$ cat src/rtl/bit_usage_monitor.sv
// bit_usage_monitor: per-channel driven/used bit tracker with a snapshot-based,
// handshaked report scan (one channel per beat).
`default_nettype none

module bit_usage_monitor #(
  parameter int WIDTH = 16,
  parameter int NCH   = 2,
  parameter int CHW   = (NCH > 1) ? $clog2(NCH) : 1,
  parameter int CNTW  = $clog2(WIDTH + 1)
) (
  input  logic                 clk,
  input  logic                 rst,
  input  logic [NCH-1:0]       wr_en,
  input  logic [NCH*WIDTH-1:0] wr_mask,
  input  logic [NCH-1:0]       rd_en,
  input  logic [NCH*WIDTH-1:0] rd_mask,
  input  logic                 clear,
  input  logic                 report_req,
  output logic                 busy,
  output logic                 rpt_valid,
  input  logic                 rpt_ready,
  output logic [CHW-1:0]       rpt_chan,
  output logic [WIDTH-1:0]     rpt_unused,
  output logic [WIDTH-1:0]     rpt_undriven,
  output logic [WIDTH-1:0]     rpt_untouched,
  output logic [CNTW-1:0]      rpt_flag_cnt,
  output logic                 done
);

  typedef enum logic [1:0] {
    S_IDLE = 2'd0,
    S_SCAN = 2'd1,
    S_DONE = 2'd2
  } state_t;

  localparam logic [CHW-1:0] c_last_idx = CHW'(NCH - 1);

  state_t           r_state, w_state_nxt;
  logic [CHW-1:0]   r_idx, w_idx_nxt;
  logic             w_snap_load;

  logic [WIDTH-1:0] r_drv      [NCH];
  logic [WIDTH-1:0] r_use      [NCH];
  logic [WIDTH-1:0] r_snap_drv [NCH];
  logic [WIDTH-1:0] r_snap_use [NCH];
  logic [WIDTH-1:0] w_drv_nxt  [NCH];
  logic [WIDTH-1:0] w_use_nxt  [NCH];

  logic [WIDTH-1:0] w_sel_drv, w_sel_use;
  logic [WIDTH-1:0] w_unused, w_undriven;
  logic [CNTW-1:0]  w_cnt;
  logic             w_scan;

  // clear discards history but keeps this cycle's strobed events
  always_comb begin
    for (int c = 0; c < NCH; c++) begin
      w_drv_nxt[c] = (clear ? '0 : r_drv[c]) |
                     (wr_en[c] ? wr_mask[c*WIDTH +: WIDTH] : '0);
      w_use_nxt[c] = (clear ? '0 : r_use[c]) |
                     (rd_en[c] ? rd_mask[c*WIDTH +: WIDTH] : '0);
    end
  end

  always_ff @(posedge clk or posedge rst) begin
    if (rst) begin
      for (int c = 0; c < NCH; c++) begin
        r_drv[c]      <= '0;
        r_use[c]      <= '0;
        r_snap_drv[c] <= '0;
        r_snap_use[c] <= '0;
      end
    end else begin
      for (int c = 0; c < NCH; c++) begin
        r_drv[c] <= w_drv_nxt[c];
        r_use[c] <= w_use_nxt[c];
        if (w_snap_load) begin
          r_snap_drv[c] <= w_drv_nxt[c];
          r_snap_use[c] <= w_use_nxt[c];
        end
      end
    end
  end

  always_ff @(posedge clk or posedge rst) begin
    if (rst) begin
      r_state <= S_IDLE;
      r_idx   <= '0;
    end else begin
      r_state <= w_state_nxt;
      r_idx   <= w_idx_nxt;
    end
  end

  always_comb begin
    w_state_nxt = r_state;
    w_idx_nxt   = r_idx;
    w_snap_load = 1'b0;
    case (r_state)
      S_IDLE: begin
        if (report_req) begin
          w_snap_load = 1'b1;
          w_idx_nxt   = '0;
          w_state_nxt = S_SCAN;
        end
      end
      S_SCAN: begin
        if (rpt_ready) begin
          if (r_idx == c_last_idx) begin
            w_state_nxt = S_DONE;
          end else begin
            w_idx_nxt = r_idx + CHW'(1);
          end
        end
      end
      S_DONE: begin
        w_idx_nxt   = '0;
        w_state_nxt = S_IDLE;
      end
      default: begin
        w_idx_nxt   = '0;
        w_state_nxt = S_IDLE;
      end
    endcase
  end

  always_comb begin
    w_sel_drv = '0;
    w_sel_use = '0;
    for (int c = 0; c < NCH; c++) begin
      if (r_idx == CHW'(c)) begin
        w_sel_drv = r_snap_drv[c];
        w_sel_use = r_snap_use[c];
      end
    end
  end

  assign w_scan     = (r_state == S_SCAN);
  assign w_unused   = w_sel_drv & ~w_sel_use;
  assign w_undriven = w_sel_use & ~w_sel_drv;

  always_comb begin
    w_cnt = '0;
    for (int b = 0; b < WIDTH; b++) begin
      w_cnt = w_cnt + CNTW'(w_unused[b] | w_undriven[b]);
    end
  end

  assign busy          = (r_state != S_IDLE);
  assign done          = (r_state == S_DONE);
  assign rpt_valid     = w_scan;
  assign rpt_chan      = w_scan ? r_idx : '0;
  assign rpt_unused    = w_scan ? w_unused : '0;
  assign rpt_undriven  = w_scan ? w_undriven : '0;
  assign rpt_untouched = w_scan ? ~(w_sel_drv | w_sel_use) : '0;
  assign rpt_flag_cnt  = w_scan ? w_cnt : '0;

endmodule

`default_nettype wire

$ cat config.mk
export PLATFORM = sky130hd
export DESIGN_NAME = bit_usage_monitor
export DESIGN_NICKNAME = d
export VERILOG_FILES = /design/src/rtl/bit_usage_monitor.sv
export SDC_FILE = /design/constraint.sdc
export NUM_CORES = 1
export LEC_CHECK = 0
export ABC_AREA = 1
export BUFFER_PORTS_ARGS = -buffer_cell sky130_fd_sc_hd__buf_2
export CAP_MARGIN = 20
export CORE_MARGIN = 2
export CORE_UTILIZATION = 51
export DETAILED_ROUTE_END_ITERATION = 10
export GPL_ROUTABILITY_DRIVEN = 0
export PLACE_DENSITY_LB_ADDON = 0.3
export SLEW_MARGIN = 5
export SYNTH_ARGS = -nofsm -noshare
export SYNTH_HDL_FRONTEND = slang
export SYNTH_SLANG_ARGS = --single-unit
$ cat constraint.sdc
create_clock -name clk -period 5.1 [get_ports clk]
set_input_delay 0.765 -clock clk [delete_from_list [all_inputs] [get_ports clk]]
set_output_delay 0.765 -clock clk [all_outputs]
set_load 0.1 [all_outputs]
=== After elaboration in Yosys (flattened, before gate mapping) ===
Cells that the tools add are included.

* $add $sub $neg: 16
* Multiply operators: 0
* Divide/modulo/power cells: 0
* $lt $le $gt $ge: 0
* Equality and inequality tests: 5
* Shifts and indexed selects: 0
* Mux-type cells: 25
* Bitwise logic cells: 26
* Reductions and logical operators: 4

{| class="wikitable"
|+ Operators with widths
! operator !! count
|-
| 16-bit 2-to-1 mux || 13
|-
| 16-bit bitwise OR || 5
|-
| 5-bit by 1-bit adder with 5-bit output || 11
|-
| 16-bit NOT || 3
|-
| 16-bit AND || 2
|-
| 1-bit bitwise OR || 16
|-
| 1-bit 2-to-1 mux || 6
|-
| 2-bit 2-to-1 mux || 3
|-
| 2-bit inequality test (second input constant) || 3
|-
| 4-bit by 1-bit adder with 5-bit output || 1
|-
| 5-bit 2-to-1 mux || 1
|-
| 3-bit by 1-bit adder with 4-bit output || 1
|-
| 2-bit one-hot mux with 2 select lines || 1
|-
| 2-bit by 1-bit adder with 3-bit output || 1
|-
| 3-bit AND reduction || 1
|-
| 1-bit by 1-bit adder with 2-bit output || 1
|-
| 2-bit by 1-bit == test with 1-bit output (second input constant) || 1
|-
| 2-bit == test (second input constant) || 1
|-
| 2-bit logical NOT || 1
|-
| 1-bit one-hot mux with 2 select lines || 1
|-
| 2-bit AND reduction || 1
|-
| 2-bit nonzero test || 1
|-
| 1-bit adder (second input constant) || 1
|}

* Register bits: 131
* Bits in latches: 0
* Memory bits (writable): 0
* ROM bits: 0
* Input port bits: 73
* Output and inout port bits: 57
* Word-level logic and storage cells: 86
* Memories: 0

=== Longest topological paths before layout ===
* Word-level depth: 20
* Depth in mapped cells: 20
* Mapped depth without buffers: 18

=== Worst setup path after synthesis ===
OpenSTA, ideal clock, no wires.

* Kind: flip-flop to output port
* From: reg r_idx
* To: out rpt_flag_cnt[2]
* Data arrival time: 5.348 ns
* Required time: 4.335 ns
* Path slack: -1.013 ns
* Stages on the path, launching flop included: 15
* Path buffers: 2
* Path through: dfrtp_1 > buf_4 > inv_2 > buf_2 > or2_2 > o21ai_2 > ha_1 > fa_1 > fa_1 > fa_1 > fa_1 > ha_1 > inv_1 > fa_1 > a21oi_1

* Longest elaborated chain between the ends: 20
* Elaborated cells on any way between the ends: 38
* Those cells by class: add/sub: 15; mux: 3; bitwise: 20

{| class="wikitable"
|+ RTL lines
! item !! line !! source
|-
| start, declared || 39 || <nowiki>logic [CHW-1:0] r_idx, w_idx_nxt;</nowiki>
|-
| start signal, assigned || 90 || <nowiki>r_idx <= w_idx_nxt;</nowiki>
|-
| 16-bit 2-to-1 mux || 130 || <nowiki>if (r_idx == CHW'(c)) begin</nowiki>
|-
| 16-bit NOT (on tied branches) || 138, 139 ||
|-
| 16-bit AND (on tied branches) || 138, 139 ||
|-
| 1-bit bitwise OR || 144 || <nowiki>w_cnt = w_cnt + CNTW'(w_unused[b] | w_undriven[b]);</nowiki>
|-
| 1-bit by 1-bit adder with 2-bit output || 144 ||
|-
| 2-bit by 1-bit adder with 3-bit output || 144 ||
|-
| 3-bit by 1-bit adder with 4-bit output || 144 ||
|-
| 4-bit by 1-bit adder with 5-bit output || 144 ||
|-
| 5-bit by 1-bit adder with 5-bit output (10 in a row) || 144 ||
|-
| 5-bit by 1-bit adder with 5-bit output * || 144 ||
|-
| 5-bit 2-to-1 mux * || 155 || <nowiki>assign rpt_flag_cnt = w_scan ? w_cnt : '0;</nowiki>
|-
| end, declared || 26 || <nowiki>output logic [CNTW-1:0] rpt_flag_cnt,</nowiki>
|}

Every way passes the cells marked *; elsewhere a longest branch is shown, timed or not.

=== Final worst setup path ===
* From: reg r_idx
* To: out rpt_flag_cnt[4]

The elaborated chain is that of the path after synthesis.

==> parameters.txt <==
Parameter                              Value

STA
  Final Slew Violations    0
  Post-Route Skew    0.00852 ns
  Fmax achieved    179 MHz
  Hold_ws    0.282 ns
  Sum of negative setup slack    -1.69 ns
  Setup repair after global routing missed its margin    yes
  Finish-stage setup viols    5
  Final hold violation count    0
  Final critical-path setup slack    -0.482 ns
  Relative slew slack    0.298
  Final critical path time including I/O delays and setup    5.58 ns
  Final worst-path cycle share    1.09
  Worst slew pin tran    1.05 ns

Yosys
  Most instantiated library cell after synthesis    nand2_1
  Fraction of the mapped netlist area in compound gates    0.0879
  Share of flip-flops with an asynchronous set or reset    1.00
  Area share of the largest cell type after synthesis    0.471
  Proportion of synthesized chip area in sequential cells    0.471
  Share of synthesized area spent on multiplexers    0
  Combinational family with the most area after synthesis    simple AND/OR/NAND/NOR gates
  Mean instance size in the synthesized netlist    8.07 µm²
  Number of enable flip-flop cells after synthesis    0
  Total of warnings raised by yosys    0
  Area contributors post-synth    dfrtp_1 (47%), nand2_1 (13%), inv_1 (9.7%), ha_1 (9.5%), o21ai_0 (5.5%)
  Fraction of the mapped netlist area in adder cells    0.124
  Combined area of all synthesized cells    0.00696 mm²
  Biggest area consumer among synthesized cells    dfrtp_1
  Most frequent cells after synthesis    nand2_1 (249), inv_1 (180), dfrtp_1 (131)
  Post-synthesis share of cell area spent on and, or, nand and nor gates    0.180
  Post-synthesis cell count    862
  Synthesized Nets    998
  Post-synthesis xor/xnor area fraction    0
  Total of flip-flops plus latches after synthesis    131
  Most used flip-flop cell after synthesis    dfrtp_1
  Cell variety after synth    21

Routing
  Detail Route Antenna Nets    0
  Iteration-0 DRC count of the detailed router    349
  Vias per std cell    4.72
  Total Wirelength    17.0 mm
  DR vias    5657
  Post-route DRC    0
  First-pass iteration count of the detailed router    5
  Wire length per cell    14.2 µm

Run status
  Violated checks    setup timing
  Result of the run    complete, but fails checks

CTS
  Clock tree from TritonCTS    built
  Maximum level of the CTS H-tree    4
  # clock sinks    131
  Insertion delay to the later sink of the worst-skew pair    0.41 ns
  Total CTS buffers    17
  Master cell of the clock root buffer    clkbuf_16
  Clock tree buffer depth    2
  Clock-pin slew on the worst setup and hold paths    0.06 ns

Critical path
  Worst endpoint data arrival time    4.82 ns
  Crit path buffers/inverters    6
  Cell type with the highest occurrence count on the critical path    fa_1
  Capturing instance or port of the critical path    rpt_flag_cnt[4]
  Top Family by Delay on Critical Path    adder cells
  Library cell contributing the largest single delay on the critical path    fa_1
  Data required time at the worst endpoint    4.34 ns
  Worst path max stage delay    0.57 ns
  Cells along the critical path    buf_6 > clkbuf_16 > o21ai_2 > ha_1 > inv_2 > fa_1 > inv_2 > fa_1 > fa_1 > fa_1 > ha_4 > inv_2 > fa_2 > nor2_2 > o21ai_2 > nor2_4 > buf_12
  Source of the critical timing path    r_idx$_DFFE_PP0P_
  Critical path launch point type    register
  Critical path depth    17
  Max Fanout on Critical Path    6
  Setup slack on the worst flop-to-flop path    2.75 ns
  Critical path class    reg -> out
  FF-to-FF Start    r_state[1]$_DFFE_PP0P_
  Worst R2R End    r_snap_use[9]$_DFFE_PP0P_
  Type of element capturing the critical path    primary output
  Register-to-Register Path Depth    6

Global routing
  Largest net degree at the start of global routing    75
  Initial antenna violation count    0
  Overall global routing resource usage    0.243
  Number of global-route vias before repair    5420
  GR Overflow Total    0
  Wire length of the first global-routing pass    27.0 mm

Die
  Number of cell rows    42
  Horizontal extent of the die    121 µm
  Number of top-level pins    130
  Full die area    0.0146 mm²
  Die boundary height    121 µm
  Area of the placeable core    0.0133 mm²
  Starting utilization of the core area    0.523

Run
  Max-cap violations    0

Worst hold path
  Worst Hold Class    in -> async

Finish
  Number of filler cells placed in the layout    1071
  Register cell area after layout    0.00328 mm²
  Antenna diode count    0
  Summed area of non-filler cells in the final layout    0.00870 mm²
  Final layout net count    1145
  Area added between synthesis and finish    25.1%
  Multi-input combinational cell area    0.00293 mm²
  Share of layout cells above drive strength 1    0.247

Placed design
  Number of port buffers    129
  Cell area reported after detailed placement    0.00794 mm²
  Detailed Place HPWL    12.3 mm
  Post-Place Setup Slack    -0.209 ns
cell families after synthesis:
logic type,Yosys count
AND/OR/NAND/NOR,322
flip-flops,131
buffers and inverters,226
adder cells (fa/ha/maj),63
AO/OA/AOI/OAI,120
flip-flops by register name (all words and copies together) (netlist names):
register and flops:
r_drv 32, r_idx 1, r_snap_drv 32, r_snap_use 32, r_state 2, r_use 32
routing by layer:
metal / track usage / wire length (µm) / vias to the layer above
met5: 0 / 0 / -
met3: 0.0429 / 755 / 17
met4: 0.0792 / 224 / 0
li1: - / - / 2837
met2: 0.385 / 7990 / 149
met1: 0.342 / 8010 / 2654
how the worst min path moves through the flow:
stage | start | slack (ns) | end
after floorplan | r_snap_use[0]$_DFFE_PP0P_ | 0.43 | r_snap_use[0]$_DFFE_PP0P_
after global placement | r_snap_use[0]$_DFFE_PP0P_ | 0.45 | r_snap_use[0]$_DFFE_PP0P_
after detailed placement | r_snap_use[1]$_DFFE_PP0P_ | 0.46 | r_snap_use[1]$_DFFE_PP0P_
after CTS | rst | 0.28 | r_use[25]$_DFF_PP0_
after global routing | rst | 0.29 | r_drv[13]$_DFF_PP0_
final | rst | 0.28 | r_drv[13]$_DFF_PP0_
layout by cell type, fill, tap and decap left out, types with 4 or more instances in the layout:
cell / Yosys / layout
ha_1: 53 / 48
nor2_1: 56 / 51
or2_2: 7 / 6
clkbuf_1: 1 / 4
nand2_1: 249 / 246
o21ai_0: 77 / 59
o21ai_1: 38 / 40
buf_2: 21 / 124
dfrtp_1: 131 / 130
clkbuf_16: 0 / 18
buf_4: 1 / 32
or2_1: 6 / 5
ha_4: 0 / 5
inv_1: 180 / 176
fa_1: 10 / 8
nor2_4: 1 / 4
clkinv_2: 0 / 8
o21ai_2: 3 / 16
buf_12: 0 / 6
inv_2: 6 / 8
final cells by class:
cell class | count | area share
inverter | 186 | 0.0811
sequential | 131 | 0.377
tap | 176 | 0.0253
timing repair buffer | 167 | 0.121
multi-input combinational | 505 | 0.337
timing repair inverter | 1 | 0.000719
clock buffer | 21 | 0.0506
clock inverter | 11 | 0.00733
stage by stage:
stage / utilization / cells
floorplan: - / 862
global placement: 0.597 / 1156
detailed placement: 0.597 / 1156
CTS: 0.637 / 1189
global route: 0.654 / 1198
finish: 0.654 / 1198
repair_timing:
action / 4_1_cts / 5_1_grt
gates cloned: 0 / 3
pin swaps: 3 / 20
resized for setup: 10 / 30
setup buffers: 1 / 6
setup endpoints to repair: 5 / 5
hold buffers: 0 / 0
Power is left out: the tool's default activity adds up to more than one toggle a clock period on the data nets, which glitch-free logic cannot reach.
